$ cat config.mk
export PLATFORM = sky130hd
export DESIGN_NAME = mem_shim
export DESIGN_NICKNAME = d
export VERILOG_FILES = /design/src/rtl/mem_shim.sv
export SDC_FILE = /design/constraint.sdc
export NUM_CORES = 1
export LEC_CHECK = 0
export BUFFER_PORTS_ARGS = -buffer_cell sky130_fd_sc_hd__buf_2
export CAP_MARGIN = 20
export CORE_AREA = 2 2 131 133
export CTS_CLUSTER_DIAMETER = 50
export DETAILED_ROUTE_END_ITERATION = 16
export DIE_AREA = 0 0 133 135
export PLACE_DENSITY = 0.74
export REMOVE_ABC_BUFFERS = 1
export SLEW_MARGIN = 20
export SYNTH_ARGS = -nofsm -noshare
export SYNTH_HDL_FRONTEND = slang
export SYNTH_SLANG_ARGS = --single-unit
$ cat constraint.sdc
create_clock -name clk -period 8.4 [get_ports clk]
set_input_delay 1.68 -clock clk [delete_from_list [all_inputs] [get_ports clk]]
set_output_delay 1.68 -clock clk [all_outputs]
set_load 0.1 [all_outputs]
$ cat src/rtl/mem_shim.sv
// ---------------------------------------------------------------------------
// mem_shim
//   Bridges the MPEG2 decoder's memory request/response FIFOs to a
//   single-port Avalon-MM style DDR3 master. One command is popped at a time
//   and issued as a single-beat DDR3 read or write. Read data returned by
//   DDR3 is pushed into the response FIFO one cycle later.
//
//   Optional feature macro: MEM_SHIM_BSWAP_EN
//     defined   : write data and read data are byte-reversed (byte 0 <-> 7)
//     undefined : data passes through unmodified (default)
//
// Ports
//   clk, rst                 clock (rising edge), async active-high reset
//   mem_req_rd_cmd/addr/dta  request FIFO head: command, word address, data
//   mem_req_rd_valid         request FIFO not empty
//   mem_req_rd_en            request FIFO pop strobe (combinational)
//   mem_res_wr_dta/en        response FIFO push data/strobe
//   mem_res_wr_almost_full   response FIFO almost full (blocks pops)
//   ddr3_*                   Avalon-MM master toward DDR3
// ---------------------------------------------------------------------------
module mem_shim #(
    parameter logic [3:0] ADDR_BASE = 4'b0011
) (
    input  logic        clk,
    input  logic        rst,
    input  logic [1:0]  mem_req_rd_cmd,
    input  logic [21:0] mem_req_rd_addr,
    input  logic [63:0] mem_req_rd_dta,
    output logic        mem_req_rd_en,
    input  logic        mem_req_rd_valid,
    output logic [63:0] mem_res_wr_dta,
    output logic        mem_res_wr_en,
    input  logic        mem_res_wr_almost_full,
    output logic [28:0] ddr3_addr,
    output logic [7:0]  ddr3_burstcnt,
    output logic        ddr3_read,
    output logic        ddr3_write,
    output logic [63:0] ddr3_writedata,
    output logic [7:0]  ddr3_byteenable,
    input  logic [63:0] ddr3_readdata,
    input  logic        ddr3_readdatavalid,
    input  logic        ddr3_waitrequest
);

    typedef enum logic {
        IDLE  = 1'b0,
        ISSUE = 1'b1
    } state_t;

    localparam logic [1:0] CMD_READ  = 2'd2;
    localparam logic [1:0] CMD_WRITE = 2'd3;

    state_t      state_q, state_d;
    logic        read_q, read_d;
    logic        write_q, write_d;
    logic [28:0] addr_q, addr_d;
    logic [63:0] wdata_q, wdata_d;
    logic        res_en_q, res_en_d;
    logic [63:0] res_dta_q, res_dta_d;
    // Set by reset: drops read data belonging to reads issued before reset.
    logic        rd_ignore_q, rd_ignore_d;

    logic        slot_free;
    logic        pop;
    logic        res_take;
    logic [63:0] req_data_in;
    logic [63:0] rsp_data_in;

`ifdef MEM_SHIM_BSWAP_EN
    generate
        for (genvar gi = 0; gi < 8; gi++) begin : g_bswap
            assign req_data_in[gi*8 +: 8] = mem_req_rd_dta[(7-gi)*8 +: 8];
            assign rsp_data_in[gi*8 +: 8] = ddr3_readdata[(7-gi)*8 +: 8];
        end
    endgenerate
`else
    assign req_data_in = mem_req_rd_dta;
    assign rsp_data_in = ddr3_readdata;
`endif

    // A new command may be loaded when idle, or in the very cycle DDR3
    // accepts the current one (back-to-back issue).
    assign slot_free     = (state_q == IDLE) || !ddr3_waitrequest;
    assign pop           = slot_free && mem_req_rd_valid && !mem_res_wr_almost_full;
    // Never pop while reset holds the flops: the command would be lost.
    assign mem_req_rd_en = pop && !rst;

    always_comb begin
        state_d     = state_q;
        read_d      = read_q;
        write_d     = write_q;
        addr_d      = addr_q;
        wdata_d     = wdata_q;
        rd_ignore_d = rd_ignore_q;

        if (pop) begin
            case (mem_req_rd_cmd)
                CMD_READ, CMD_WRITE: begin
                    read_d  = (mem_req_rd_cmd == CMD_READ);
                    write_d = (mem_req_rd_cmd == CMD_WRITE);
                    addr_d  = {ADDR_BASE, mem_req_rd_addr, 3'b000};
                    wdata_d = req_data_in;
                    state_d = ISSUE;
                    if (mem_req_rd_cmd == CMD_READ) begin
                        rd_ignore_d = 1'b0;
                    end
                end
                default: begin
                    // NOOP / REFRESH: consumed, no DDR3 traffic.
                    read_d  = 1'b0;
                    write_d = 1'b0;
                    state_d = IDLE;
                end
            endcase
        end else if (state_q == ISSUE && !ddr3_waitrequest) begin
            read_d  = 1'b0;
            write_d = 1'b0;
            state_d = IDLE;
        end
    end

    // Response path runs independently of the command FSM.
    assign res_take  = ddr3_readdatavalid && !rd_ignore_q;
    assign res_en_d  = res_take;
    assign res_dta_d = res_take ? rsp_data_in : res_dta_q;

    always_ff @(posedge clk or posedge rst) begin
        if (rst) begin
            state_q     <= IDLE;
            read_q      <= 1'b0;
            write_q     <= 1'b0;
            addr_q      <= '0;
            wdata_q     <= '0;
            res_en_q    <= 1'b0;
            res_dta_q   <= '0;
            rd_ignore_q <= 1'b1;
        end else begin
            state_q     <= state_d;
            read_q      <= read_d;
            write_q     <= write_d;
            addr_q      <= addr_d;
            wdata_q     <= wdata_d;
            res_en_q    <= res_en_d;
            res_dta_q   <= res_dta_d;
            rd_ignore_q <= rd_ignore_d;
        end
    end

    assign ddr3_read       = read_q;
    assign ddr3_write      = write_q;
    assign ddr3_addr       = addr_q;
    assign ddr3_writedata  = wdata_q;
    assign ddr3_burstcnt   = 8'd1;
    assign ddr3_byteenable = 8'hFF;
    assign mem_res_wr_en   = res_en_q;
    assign mem_res_wr_dta  = res_dta_q;

endmodule

======== Word-level counts from Yosys, hierarchy flattened ========
Index checks and enable logic that the tools add are counted.
word-level totals
  register bits after elaboration ......... 156
  bits of input ports ..................... 158
  output and inout bits ................... 177
operators by class
  equal/unequal tests ..................... 2
  multiplexer cells ....................... 7
  bitwise logic cells ..................... 1
  reduce and logical (&&, ||, !) cells .... 14
operator list
  cell                                  number
  two-way mux 1 bit                     7
  logical AND 1 bit                     5
  == test 2 bit, second input constant  2
  zero test 1 bit                       4
  AND reduction 3 bit                   1
  AND reduction 2 bit                   1
  nonzero test 2 bit                    1
  OR reduction 2 bit                    1
  logical OR 1 bit                      1
  NOT 1 bit                             1

======== Longest topological paths before layout ========
  word-level depth ........................ 5
  gate-level depth with buffers ........... 6
  mapped depth without buffers ............ 3

======== Worst setup path before layout ========
No wires, ideal clock.
  path type ............................... input-to-output
  from .................................... input rst
  to ...................................... output mem_req_rd_en
  arrival ................................. 6088 ps
  data required time ...................... 6720 ps
  path slack .............................. 632 ps
  cell stages on the path ................. 2
  cell sequence ........................... inv_1 -> and3_1
between the ends
  longest elaborated chain between the ends .. 2
ends and longest elaborated chain
  item                       RTL line  source
  start, declared            25        input logic rst,
  zero test 1 bit (no line)  --
  logical AND 1 bit          86        assign mem_req_rd_en = pop && !rst;
  end, declared              29        output logic mem_req_rd_en,
Every way passes these cells.

======== Worst setup path in the final report ========
Ends and elaborated chain as after synthesis.

==> run_results.csv <==
group,metric,value,unit
drt,drtIter0Drc,106,
timing,rsz0062_at_grt,"false",
power,total_power,0.00291,W
clock_network,clk_pin_slew,60,ps
critical_path,cpMaxStageDelayCell,"inv_6",
clock_network,cts_resized,0,
critical_path,crit_path_cell_trace,"buf_2 > inv_6 > and3_1 > buf_2",
place,place.gp.congestion,0.740,
timing,max_freq,214,MHz
synthesis,ys_top_cells_by_count,"155 x dfrtp_1, 121 x mux2_2, 29 x mux2_4",
timing,hold_slack,476,ps
place,dpl-instance-area,0.00776,mm²
synthesis,netlist_area,0.00609,mm²
grt,grt_overflow,0,
critical_path,cp-startpoint,"rst",
drt,post_drt_via_cell_ratio,4.38,
critical_path,critical-path-max-stage-delay,500,ps
clock_network,htreeDepth,4,
critical_path,r2r_slack,6090,ps
clock_network,clockBufferDepth,2,
synthesis,yosysMostFrequentCell,"dfrtp_1",
synthesis,synthCells,361,
place,placedCellCount,877,
critical_path,r2r_end,"ddr3_writedata[49]$_DFFE_PP0P_",
clock_network,cts-root-buf,"clkbuf_16",
synthesis,synth_edf_count,0,
clock_network,cts_setup_buffers,0,
finish,finalInstanceArea,0.00830,mm²
critical_path,end_kind,"primary output",
power,power.density,351,mW/mm²
hold_path,min_path_cells,1,
drt,vias,3982,
synthesis,synthFlopType,"dfrtp_1",
floorplanning,rows,47,
timing,worstMarginPinSlew,1020,ps
synthesis,yosysWarnings,0,
finish,area_growth,36.3,%
status,outcome,"finished, final reports clean",
finish,fin_cells,910,
critical_path,timing.rr.start,"state_q$_DFFE_PP0P_",
grt,grt_pass1_wl,21700,µm
timing,final-hold-violation-count,0,
finish,nNetsFinal,834,
floorplanning,initial_utilization,37.1,%
floorplanning,pin_count,335,
clock_network,cts_tree,"done",
critical_path,critPathMostFrequentCell,"buf_2",
floorplanning,die_area,0.0180,mm²
grt,antenna_found_initial,1,
floorplanning,fp.dieW,133,µm
floorplanning,core,0.0164,mm²
synthesis,avgSynthCellArea,16.9,µm²
place,place_hpwl,10300,µm
flow_run,max_cap_violations,0,
timing,min_period_over_period,55.8,%
finish,drive_above_1_share,73.0,%
timing,clock-skew-final,4.18,ps
hold_path,worstHoldStart,"rd_ignore_q$_DFFE_PP1P_",
drt,drtPass1Iterations,6,
grt,grt_pass1_vias,4278,
drt,drt_drc_violations_left,0,
synthesis,synth_top_area_cell,"dfrtp_1",
clock_network,clock-sinks,156,
floorplanning,die_h,135,µm
clock_network,numCtsBuffers,17,
synthesis,synth.top_cells.by_area,"dfrtp_1 64%, mux2_2 22%, mux2_4 7.2%, buf_4 2.7%, buf_2 0.99%",
synthesis,synth_top_area_share,63.7,%
drt,wl,14000,µm
power,peakVddDrop,180,µV
timing,finalSetupTns,0,ps
synthesis,ys_seq_elements,156,
timing,maxSlewViolCount,0,
clock_network,cts_hold_buffers,0,
critical_path,critPathArrivalTime,3000,ps
timing,min_period,4680,ps
place,placement.io_buffers,313,
grt,grt_max_degree,85,
critical_path,criticalPathCategory,"in2out",
critical_path,crit_fanout,84,
drt,ant_nets,0,
critical_path,reg2regPathDepth,4,
synthesis,async_reset_ff_share,100,%
drt,wire_per_inst,15.4,µm
synthesis,ys_types,20,
hold_path,hold_path_end,"rd_ignore_q$_DFFE_PP1P_",
clock_network,clock_latency,410,ps
grt,grt.total_usage,15.4,%
critical_path,startpoint_type,"primary input",
critical_path,critical_path_required,6720,ps
synthesis,ys_seq_area_share,64.1,%
power,power.leakage,4.15,nW
timing,setup_viol,0,
timing,slew_headroom,32.0,%
hold_path,worstHoldPathType,"reg2reg",
state kept, by name, indices dropped and copies added, names as in the netlist:
name and cells:
ddr3_addr 23, ddr3_read 1, ddr3_write 1, ddr3_writedata 64, mem_res_wr_dta 64, mem_res_wr_en 1, rd_ignore_q 1, state_q 1
routing by layer:
layer | global-route usage (%) | wire length, µm | part of all wire [%] | up-vias
li1 | - | - | - | 1851
met3 | 5.22 | 972 | 6.9 | 26
met2 | 26.3 | 7070 | 50 | 180
met1 | 17.6 | 5600 | 40 | 1925
met4 | 6.99 | 391 | 2.8 | 0
met5 | 0 | 0 | 0 | -
where the power goes:
part	total [W]	switching, W	internal (W)
registers	0.000928	0.0000572	0.000871
clock network	0.000693	0.000306	0.000387
logic	0.00129	0.00107	0.000219
total	0.00291	0.00143	0.00148
layout by cell type (no fill, tap or decap), types with 2 or more instances in the layout:
master,netlist,layout
buf_2,12,313
dfrtp_1,155,155
mux2_2,121,121
mux2_4,29,29
conb_1,2,21
clkbuf_16,0,17
inv_6,0,5
clkinv_2,0,5
clkinvlp_4,0,4
buf_4,22,3
nor2b_4,1,2
worst max path at each step:
stage | endpoint | cells past startpoint | slack (ps)
floorplan | mem_req_rd_en | 2 | 630
global placement | mem_req_rd_en | 4 | 3640
detailed placement | mem_req_rd_en | 4 | 3650
CTS | mem_req_rd_en | 4 | 3650
global route | mem_req_rd_en | 4 | 3540
finish | mem_req_rd_en | 4 | 3720
cell families (layout without fill, tap and decap cells):
group / after synthesis / after routing / synth area share, %
compound gates: 3 / 3 / 0.411
buf+inv: 41 / 350 / 4.75
flops: 156 / 156 / 64.1
mux: 151 / 151 / 29.7
other cells: 2 / 22 / 0.123
simple gates: 8 / 8 / 0.884
worst max-delay path: cells and delay by family:
family,cells,cell delay [ps]
buffers and inverters,3,1040
AND/OR/NAND/NOR,1,260
cell type report:
type,instances,area [µm²]
flip-flops and latches,156,3910
clock buffers,19,443
inverters,2,12.5
repair buffers,316,1590
diodes,1,2.50
clock inverters,13,90.1
fillers,1428,8110
well taps,220,275
multi-input cells,183,1980
per-stage QoR:
stage | utilization [%] | setup WS [ps]
2_1_floorplan | - | 632
3_3_place_gp | 47.3 | 3640
3_5_place_dp | 47.3 | 3650
4_1_cts | 50.5 | 3650
5_1_grt | 50.6 | 3540
6_report | 50.6 | 3720
Power figures use the tool's default switching activity.
